File: src/rtl/alu_ctrl_pkg.sv
// ALU control package: ALU codes, funct and alu_op encodings, FSM state
// type and a small helper used to size the latency counter.
package alu_ctrl_pkg;

  localparam int CODE_W = 4;
  typedef logic [CODE_W-1:0] code_t;

  // ALU control codes driven to the EX stage
  localparam code_t ALU_AND  = 4'b0000;
  localparam code_t ALU_OR   = 4'b0001;
  localparam code_t ALU_ADD  = 4'b0010;
  localparam code_t ALU_NOR  = 4'b0011;
  localparam code_t ALU_SUB  = 4'b0100;
  localparam code_t ALU_SLT  = 4'b0111;
  localparam code_t ALU_MULT = 4'b1000;
  localparam code_t ALU_DIV  = 4'b1001;
  localparam code_t ALU_SRL  = 4'b1010;
  localparam code_t ALU_SLL  = 4'b1100;

  // Main-decoder alu_op encodings
  localparam logic [1:0] OP_MEM    = 2'b00;
  localparam logic [1:0] OP_BRANCH = 2'b01;
  localparam logic [1:0] OP_RTYPE  = 2'b10;
  localparam logic [1:0] OP_RSVD   = 2'b11;

  // R-type funct encodings
  localparam logic [5:0] FN_ADD  = 6'b100000;
  localparam logic [5:0] FN_SUB  = 6'b100010;
  localparam logic [5:0] FN_AND  = 6'b100100;
  localparam logic [5:0] FN_OR   = 6'b100101;
  localparam logic [5:0] FN_NOR  = 6'b100111;
  localparam logic [5:0] FN_SLT  = 6'b101010;
  localparam logic [5:0] FN_SLL  = 6'b000000;
  localparam logic [5:0] FN_SRL  = 6'b000010;
  localparam logic [5:0] FN_MULT = 6'b011000;
  localparam logic [5:0] FN_DIV  = 6'b011010;

  // Sequencer states: idle, multi-cycle op running, multi-cycle result ready
  typedef enum logic [1:0] {
    ST_IDLE = 2'b00,
    ST_BUSY = 2'b01,
    ST_DONE = 2'b10
  } state_t;

  function automatic int max_int(input int a, input int b);
    return (a > b) ? a : b;
  endfunction

endpackage

File: src/rtl/alu_ctrl_decode.sv
// Purely combinational ALU control decoder. Every path assigns the code,
// so an undefined encoding can never leave an earlier code in place; such
// encodings fall back to ADD and raise is_illegal.
module alu_ctrl_decode
  import alu_ctrl_pkg::*;
(
  input  logic [1:0] alu_op,
  input  logic [5:0] funct,
  output code_t      code,
  output logic       is_mc,
  output logic       is_illegal
);

  // Map alu_op/funct to an ALU code and classify it
  always_comb begin
    code       = ALU_ADD;
    is_mc      = 1'b0;
    is_illegal = 1'b0;
    case (alu_op)
      OP_MEM:    code = ALU_ADD;
      OP_BRANCH: code = ALU_SUB;
      OP_RTYPE: begin
        case (funct)
          FN_ADD:  code = ALU_ADD;
          FN_SUB:  code = ALU_SUB;
          FN_AND:  code = ALU_AND;
          FN_OR:   code = ALU_OR;
          FN_NOR:  code = ALU_NOR;
          FN_SLT:  code = ALU_SLT;
          FN_SLL:  code = ALU_SLL;
          FN_SRL:  code = ALU_SRL;
          FN_MULT: begin
            code  = ALU_MULT;
            is_mc = 1'b1;
          end
          FN_DIV: begin
            code  = ALU_DIV;
            is_mc = 1'b1;
          end
          default: begin
            code       = ALU_ADD;
            is_illegal = 1'b1;
          end
        endcase
      end
      OP_RSVD: begin
        code       = ALU_ADD;
        is_illegal = 1'b1;
      end
      default: begin
        code       = ALU_ADD;
        is_illegal = 1'b1;
      end
    endcase
  end

endmodule

File: src/rtl/alu_ctrl_seq.sv
// ALU control sequencer. Registers the decoded ALU control code with one
// cycle of latency and tracks MULT/DIV operations through an
// IDLE -> BUSY -> DONE state machine with a down-counter. Flush kills the
// current and in-flight operation; reset aborts everything asynchronously.
module alu_ctrl_seq
  import alu_ctrl_pkg::*;
#(
  parameter int CTRL_W  = 4,
  parameter int MUL_LAT = 4,
  parameter int DIV_LAT = 16
) (
  input  logic              clk,
  input  logic              rst_n,
  input  logic              in_valid,
  input  logic [1:0]        alu_op,
  input  logic [5:0]        funct,
  input  logic              stall_in,
  input  logic              flush,
  output logic              in_ready,
  output logic              out_valid,
  output logic [CTRL_W-1:0] alu_ctrl,
  output logic              mc_busy,
  output logic              mc_done,
  output logic              illegal
);

  // One extra bit over the largest latency so loads never overflow
  localparam int MAX_LAT = max_int(MUL_LAT, DIV_LAT);
  localparam int CNT_W   = $clog2(MAX_LAT) + 1;

  typedef logic [CNT_W-1:0] cnt_t;

  localparam cnt_t MUL_LOAD = cnt_t'(MUL_LAT - 1);
  localparam cnt_t DIV_LOAD = cnt_t'(DIV_LAT - 1);
  localparam cnt_t CNT_ONE  = cnt_t'(1);

  state_t            state_q, state_d;
  cnt_t              cnt_q, cnt_d;
  logic              valid_q, valid_d;
  logic [CTRL_W-1:0] ctrl_q, ctrl_d;
  logic              busy_q, busy_d;
  logic              done_q, done_d;
  logic              ill_q, ill_d;

  code_t dec_code;
  logic  dec_is_mc;
  logic  dec_illegal;
  logic  accept;

  alu_ctrl_decode u_decode (
    .alu_op     (alu_op),
    .funct      (funct),
    .code       (dec_code),
    .is_mc      (dec_is_mc),
    .is_illegal (dec_illegal)
  );

  // New requests are only taken when not held, not flushed, and no op is running
  assign in_ready = !stall_in && !flush && ((state_q == ST_IDLE) || (state_q == ST_DONE));
  assign accept   = in_valid && in_ready;

  // Next-state and next-output logic; flush wins over everything else
  always_comb begin
    state_d = state_q;
    cnt_d   = cnt_q;
    valid_d = valid_q;
    ctrl_d  = ctrl_q;
    busy_d  = busy_q;
    done_d  = done_q;
    ill_d   = ill_q;

    if (flush) begin
      state_d = ST_IDLE;
      cnt_d   = '0;
      valid_d = 1'b0;
      ctrl_d  = '0;
      busy_d  = 1'b0;
      done_d  = 1'b0;
      ill_d   = 1'b0;
    end else if (accept) begin
      valid_d = 1'b1;
      ctrl_d  = CTRL_W'(dec_code);
      ill_d   = dec_illegal;
      if (dec_is_mc) begin
        state_d = ST_BUSY;
        cnt_d   = (dec_code == ALU_DIV) ? DIV_LOAD : MUL_LOAD;
        busy_d  = 1'b1;
        done_d  = 1'b0;
      end else begin
        state_d = ST_IDLE;
        cnt_d   = '0;
        busy_d  = 1'b0;
        done_d  = 1'b0;
      end
    end else begin
      case (state_q)
        ST_IDLE: begin
          if (!stall_in) begin
            valid_d = 1'b0;
            ill_d   = 1'b0;
          end
        end
        ST_BUSY: begin
          valid_d = 1'b0;
          ill_d   = 1'b0;
          if (cnt_q <= CNT_ONE) begin
            state_d = ST_DONE;
            cnt_d   = '0;
            busy_d  = 1'b0;
            done_d  = 1'b1;
          end else begin
            cnt_d = cnt_q - CNT_ONE;
          end
        end
        ST_DONE: begin
          valid_d = 1'b0;
          ill_d   = 1'b0;
          if (!stall_in) begin
            state_d = ST_IDLE;
            done_d  = 1'b0;
          end
        end
        default: begin
          state_d = ST_IDLE;
          cnt_d   = '0;
          valid_d = 1'b0;
          busy_d  = 1'b0;
          done_d  = 1'b0;
          ill_d   = 1'b0;
        end
      endcase
    end
  end

  // State and output registers with asynchronous active-low reset
  always_ff @(posedge clk or negedge rst_n) begin
    if (!rst_n) begin
      state_q <= ST_IDLE;
      cnt_q   <= '0;
      valid_q <= 1'b0;
      ctrl_q  <= '0;
      busy_q  <= 1'b0;
      done_q  <= 1'b0;
      ill_q   <= 1'b0;
    end else begin
      state_q <= state_d;
      cnt_q   <= cnt_d;
      valid_q <= valid_d;
      ctrl_q  <= ctrl_d;
      busy_q  <= busy_d;
      done_q  <= done_d;
      ill_q   <= ill_d;
    end
  end

  assign out_valid = valid_q;
  assign alu_ctrl  = ctrl_q;
  assign mc_busy   = busy_q;
  assign mc_done   = done_q;
  assign illegal   = ill_q;

endmodule

File: config.mk
export PLATFORM = sky130hd
export DESIGN_NAME = alu_ctrl_seq
export DESIGN_NICKNAME = d
export VERILOG_FILES = /design/src/rtl/alu_ctrl_pkg.sv /design/src/rtl/alu_ctrl_decode.sv /design/src/rtl/alu_ctrl_seq.sv
export SDC_FILE = /design/constraint.sdc
export NUM_CORES = 1
export LEC_CHECK = 0
export ABC_AREA = 1
export CORE_ASPECT_RATIO = 0.5
export CORE_MARGIN = 2
export CORE_UTILIZATION = 25
export DETAILED_ROUTE_END_ITERATION = 16
export GPL_TIMING_DRIVEN = 0
export PLACE_DENSITY = 0.41
export SLEW_MARGIN = 30
export SYNTH_ARGS = -nofsm -noshare
export SYNTH_HDL_FRONTEND = slang
export SYNTH_SLANG_ARGS = --single-unit
File: constraint.sdc
create_clock -name clk -period 2.1 [get_ports clk]
set_clock_uncertainty 0.05 [all_clocks]
set_input_delay 0.21 -clock clk [delete_from_list [all_inputs] [get_ports clk]]
set_output_delay 0.21 -clock clk [all_outputs]
set_load 0.02 [all_outputs]
==> summary.md <==
| Metric | Value |
|---|---|
| Post-synth top flop | dfrtp_1 |
| CP max-delay cell | clkdlybuf4s50_1 |
| Initial antenna violation count | 0 |
| Crit path time final | 1.84 ns |
| Yosys Warn Count | 0 |
| Final setup viols | 0 |
| H-Tree Depth | 1 |
| Crit path buf inv count | 2 |
| Clock power frac | 35.4% |
| Row cnt | 16 |
| CP endpoint kind | output pin |
| Combinational power share | 19.6% |
| Hold Vio Cnt, Final | 0 |
| Ports | 22 |
| Multiplexer share of the synthesized area | 0% |
| Total track usage | 11.2% |
| Fmax | 543 MHz |
| Syn avg cell area | 7.12 um^2 |
| Hold buffer count at CTS | 0 |
| Critical-path maximum fanout | 3 |
| Worst skew pair latency | 0.24 ns |
| Vias/cell | 4.27 |
| CTS Sinks | 14 |
| Final setup TNS | 0 ns |
| Post-Synth XOR/XNOR Area | 1.77% |
| CP required | 1.84 ns |
| Crit path kind | in2out |
| Status | finished clean |
| Port bufs | 21 |
| Worst Tran Pin Value | 0.666 ns |
| Synth Cell Area | 990 um^2 |
| Max Cap Viol | 0 |
| CP arrival | 1.58 ns |
| Distinct cells, synth | 22 |
| Post-DRT Antenna Nets | 0 |
| DRC | 0 |
| Min-delay worst type | in2async |
| Commonest cells after routing, fill and taps aside | nand2_1 (35), inv_1 (24), clkdlybuf4s50_1 (21), nor2_1 (14), dfrtp_1 (14) |
| Largest family of logic cells by synthesized area | simple AND/OR/NAND/NOR gates |
| # nets final | 183 |
| Share of layout cells above drive strength 1 | 7.36% |
| Internal power | 0.000454 W |
| Routability cong. | 0.724 |
| Post-Route WL | 2310 um |
| CP peak stage delay | 0.65 ns |
| Synth Register Bits | 14 |
| DR iter-0 viols | 23 |
| Synth Net Count | 157 |
| Min Hold Slack | 0.325 ns |
| Post-synthesis adder-cell area fraction | 6.32% |
| Fin cells | 217 |
| DRT Pass-1 Iters | 4 |
| Clk pin slew, worst setup/hold paths | 0.06 ns |
| Fin. max-slew vios | 0 |
| Leading cell type in the layout, fill and taps excluded | nand2_1 |
| Post-synth EDFFs | 0 |
| Clock Root Buffer | clkbuf_8 |
| Type of origin of the critical path | input port |
| RSZ-0062 raised after global routing | false |
| Wire length per cell | 10.7 um |
| Switching share of power | 26.7% |
| Most frequent CP cell | clkdlybuf4s50_1 |
| Core Region | 0.00384 mm^2 |
| CTS tree | yes |
| Die height | 48.5 um |
| Diode count | 0 |
| PostCTS Resize Cnt | 0 |
| Synth Instances | 139 |
| Die X-Extent | 93.0 um |
| Synth Area in Compound Gates | 13.3% |
| Full die area | 0.00451 mm^2 |
| Largest net degree at the start of global routing | 15 |
| Vias in the first global route | 879 |
| Leakage power | 0.639 nW |
| Routed vias | 927 |
| First-pass GRT wire length | 3950 um |
| DP HPWL | 1890 um |
| PwrDens | 474 mW/mm^2 |
| Placed Cells | 214 |
| Worst VDD drop | 141 uV |
| Initial Utilization | 25.7% |
| Total gr overflow | 0 |
| CTS max path bufs | 2 |
| Num CTS Buffers | 3 |
| Area delta synth->final | 32.2% |
| Sequential power share | 45.0% |
| Register area share after synthesis | 35.4% |
| FFs w/ async S/R, synth | 100% |
| NetSw | 0.000166 W |
| CP top delay family | buffers and inverters |
| Synth Area in Simple Gates | 33.0% |
| Worst slew margin | 55.5% |
| CP cell instances | clkdlybuf4s50_1 > nor3_2 > clkdlybuf4s50_1 |
| Final period utilization | 87.8% |
| Post-CTS Setup Bufs | 0 |
==> metrics by stage <==
step	instance area, um^2	power, W	util [%]	setup WS, ns
finish	1310	0.000620	34.0	0.257
global route	1310	0.000658	34.0	0.163
CTS	1310	0.000633	34.0	0.251
detailed placement	1270	0.000407	33.0	0.247
global placement	1270	0.000408	33.0	0.245
floorplan	990	0.000348	-	0.611
==> cells by family after synthesis <==
logic type	Yosys count
and+or+nand+nor	72
buffers and inverters	25
AOI/OAI and AO/OA	21
DFF	14
adders and majority gates	5
xor gates and xnor gates	2
==> Yosys cell counts, types with 3 or more instances <==
cell type / count / area [um^2]
a21oi_1: 5 / 25.0
nand3_1: 12 / 60.1
nand2_1: 35 / 131
nor2_1: 14 / 52.6
inv_1: 24 / 90.1
dfrtp_1: 14 / 350
ha_1: 5 / 62.6
nand4_1: 3 / 18.8
o22ai_1: 4 / 25.0
o21ai_0: 6 / 30.0
==> worst register-to-register path, stage by stage, from the launching register on <==
cell	delay [ns]
dfrtp_1	0.39
inv_1	0.10
ha_1	0.15
inv_1	0.03
o21ai_0	0.07
nand3_1	0.17
nand3_1	0.19
nand2_1	0.10
a22oi_1	0.14
==> worst paths after layout <==
path | endpoint | cells past startpoint | from | slack [ns]
min in group clk | mc_busy$_DFFE_PN0P_ | 2 | mc_busy$_DFFE_PN0P_ | 0.42
hold reg to reg | mc_busy$_DFFE_PN0P_ | 2 | mc_busy$_DFFE_PN0P_ | 0.42
hold / removal | mc_done$_DFFE_PN0P_ | 1 | rst_n | 0.33
max in group asynchronous | alu_ctrl[1]$_DFFE_PN0P_ | 1 | rst_n | 1.25
setup / recovery | in_ready | 3 | stall_in | 0.26
setup reg to reg | mc_done$_DFFE_PN0P_ | 8 | cnt_q[1]$_DFFE_PN0P_ | 0.63
==> flip-flops by register name (all words and copies together) (netlist names) <==
signal	count
out_valid	1
state_q	1
illegal	1
mc_done	1
mc_busy	1
cnt_q	5
alu_ctrl	4
==> power by group through the flow <==
stage          clock, W  sequential, W  combinational, W
4_1_cts        0.000230       0.000279          0.000124
3_5_place_dp          0       0.000284          0.000123
3_3_place_gp          0       0.000284          0.000124
2_1_floorplan         0       0.000289         0.0000585
6_report       0.000220       0.000279          0.000121
5_1_grt        0.000242       0.000280          0.000136
==> cell type report <==
class | count | area, um^2
multi-input cells | 100 | 538
repair buffers | 21 | 210
well taps | 54 | 67.6
flip-flops and latches | 14 | 350
clock buffers | 3 | 41.3
fillers | 438 | 2530
inverters | 24 | 90.1
plain buffers | 1 | 11.3
==> metal layers <==
layer	GRT usage (%)	wire length, um
met3	3.27	79
met1	16.0	1290
met5	0	0
met2	16.9	921
met4	2.21	21
No activity file was read; power rests on OpenSTA's default activity.
==> variant, RTL diff (same settings) <==
Change the parameter `MUL_LAT` from 4 to 2.
--- a/src/rtl/alu_ctrl_seq.sv
+++ b/src/rtl/alu_ctrl_seq.sv
@@ -7,5 +7,5 @@
 #(
   parameter int CTRL_W  = 4,
-  parameter int MUL_LAT = 4,
+  parameter int MUL_LAT = 2,
   parameter int DIV_LAT = 16
 ) (
Behaviour: not the same (Yosys sat finds a counterexample within 4 cycles, from zero or initial values and one cycle with rst_n low).
==> variant against the unedited design <==
- worst setup slack worse by 0.0022 ns
- critical path type unchanged
- count of clock-buffer cells in the layout increased by 1
- largest power group unchanged
- final cell count is 0.92% higher
- routed wire length is 1.1% lower
- cell area is 2.9% higher
- sequential cell count unchanged
- power is 8.8% higher
- sequential share of layout area down 0.75 points
- area after synthesis rose by 2.4%
==> variant: results <==
set metrics [dict create \
    status "finished clean" \
    whs_ns 0.314 \
    top_register "cnt_q" \
    dpl.cell_count 215 \
    hold_path.class "input port to async pin" \
    nNetsFinal 184 \
    gp_congestion 0.756 \
    h-tree-depth 1 \
    synth_seq_area_share_pct 34.6 \
    power.switching_mw 0.178 \
    worstPathArrival_ns 1.59 \
    cts_resized 0 \
    grt_pass1_vias 910 \
    ys_warn_count 0 \
    ys_types 25 \
    post-cts-setup-buffer-count 0 \
    irDropWorstVdd_mv 0.151 \
    relSlewSlack_pct 56.6 \
    synthTopCellsByArea "dfrtp_1 (35%), nand2_1 (14%), inv_1 (7.0%), ha_1 (6.2%), nand3_1 (5.4%)" \
    numPortBuffers 21 \
    max_freq_ghz 0.542 \
    avgSynthCellArea_um2 7.24 \
    grt_usage_pct 10.9 \
    synth_common_cells "nand2_1 (38), inv_1 (19), dfrtp_1 (14)" \
    post_route_cells_drive_above_1_share_pct 10.3 \
    antenna_cells 0 \
    dp_slack_ns 0.250 \
    drt_iter0_drc 15 \
    drt-pass1-iter-count 4 \
    synth.net_count 158 \
    clock_path_buffers 2 \
    vias 943 \
    vias_per_cell 4.31 \
    drt-total-wl_um 2290 \
    clkTransAtPathRegs_ns 0.06 \
    dpl_cell_area_um2 1290 \
    cpPeakStageDelay_ns 0.64 \
    grt_pass1_wl_um 3970 \
    p_leak_nw 0.658 \
    slowest_stage "clkdlybuf4s50_1" \
    ff2ff_setup_slack_ns 0.57 \
]
-- variant: power groups by stage --
stage | combinational [mW] | sequential (mW) | clock (mW)
after floorplan | 0.0652 | 0.290 | 0
after global placement | 0.132 | 0.286 | 0
after detailed placement | 0.131 | 0.286 | 0
after CTS | 0.132 | 0.281 | 0.280
after global routing | 0.146 | 0.281 | 0.293
final | 0.129 | 0.281 | 0.265
-- variant: cell families after synthesis --
logic type	synth area share [%]
compound gates	12.2
xor+xnor	0.864
fa+ha+maj	6.17
buf+inv	7.78
flops	34.6
simple gates	38.4
-- variant: area by class of cell --
class,count,area [um2]
clock buffers,4,55.1
fillers,430,2560
inverters,21,78.8
multi-input cells,105,584
flip-flops and latches,14,350
well taps,54,67.6
repair buffers,21,210
-- variant: worst max-delay path, delay by kind of cell --
kind | cells | cell delay, ns
buf+inv | 2 | 1.12
simple gates | 1 | 0.26
-- variant: final timing paths --
check,from,to,depth (start not counted)
max,stall_in,in_ready,3
min,rst_n,alu_ctrl[3]$_DFFE_PN0P_,1
min reg2reg,mc_busy$_DFFE_PN0P_,mc_busy$_DFFE_PN0P_,2
min in group clk,mc_busy$_DFFE_PN0P_,mc_busy$_DFFE_PN0P_,2
max reg2reg,cnt_q[1]$_DFFE_PN0P_,mc_done$_DFFE_PN0P_,9
max in group asynchronous,rst_n,state_q[0]$_DFFE_PN0P_,1
-- variant: per-layer routing --
metal	share of wire (%)	GRT usage (%)	vias up	wire [um]
li1	-	-	505	-
met1	52	14.8	424	1190
met2	45	17.1	12	1020
met3	2.6	3.25	2	60
met4	0.52	2.17	0	12
met5	0	0	-	0
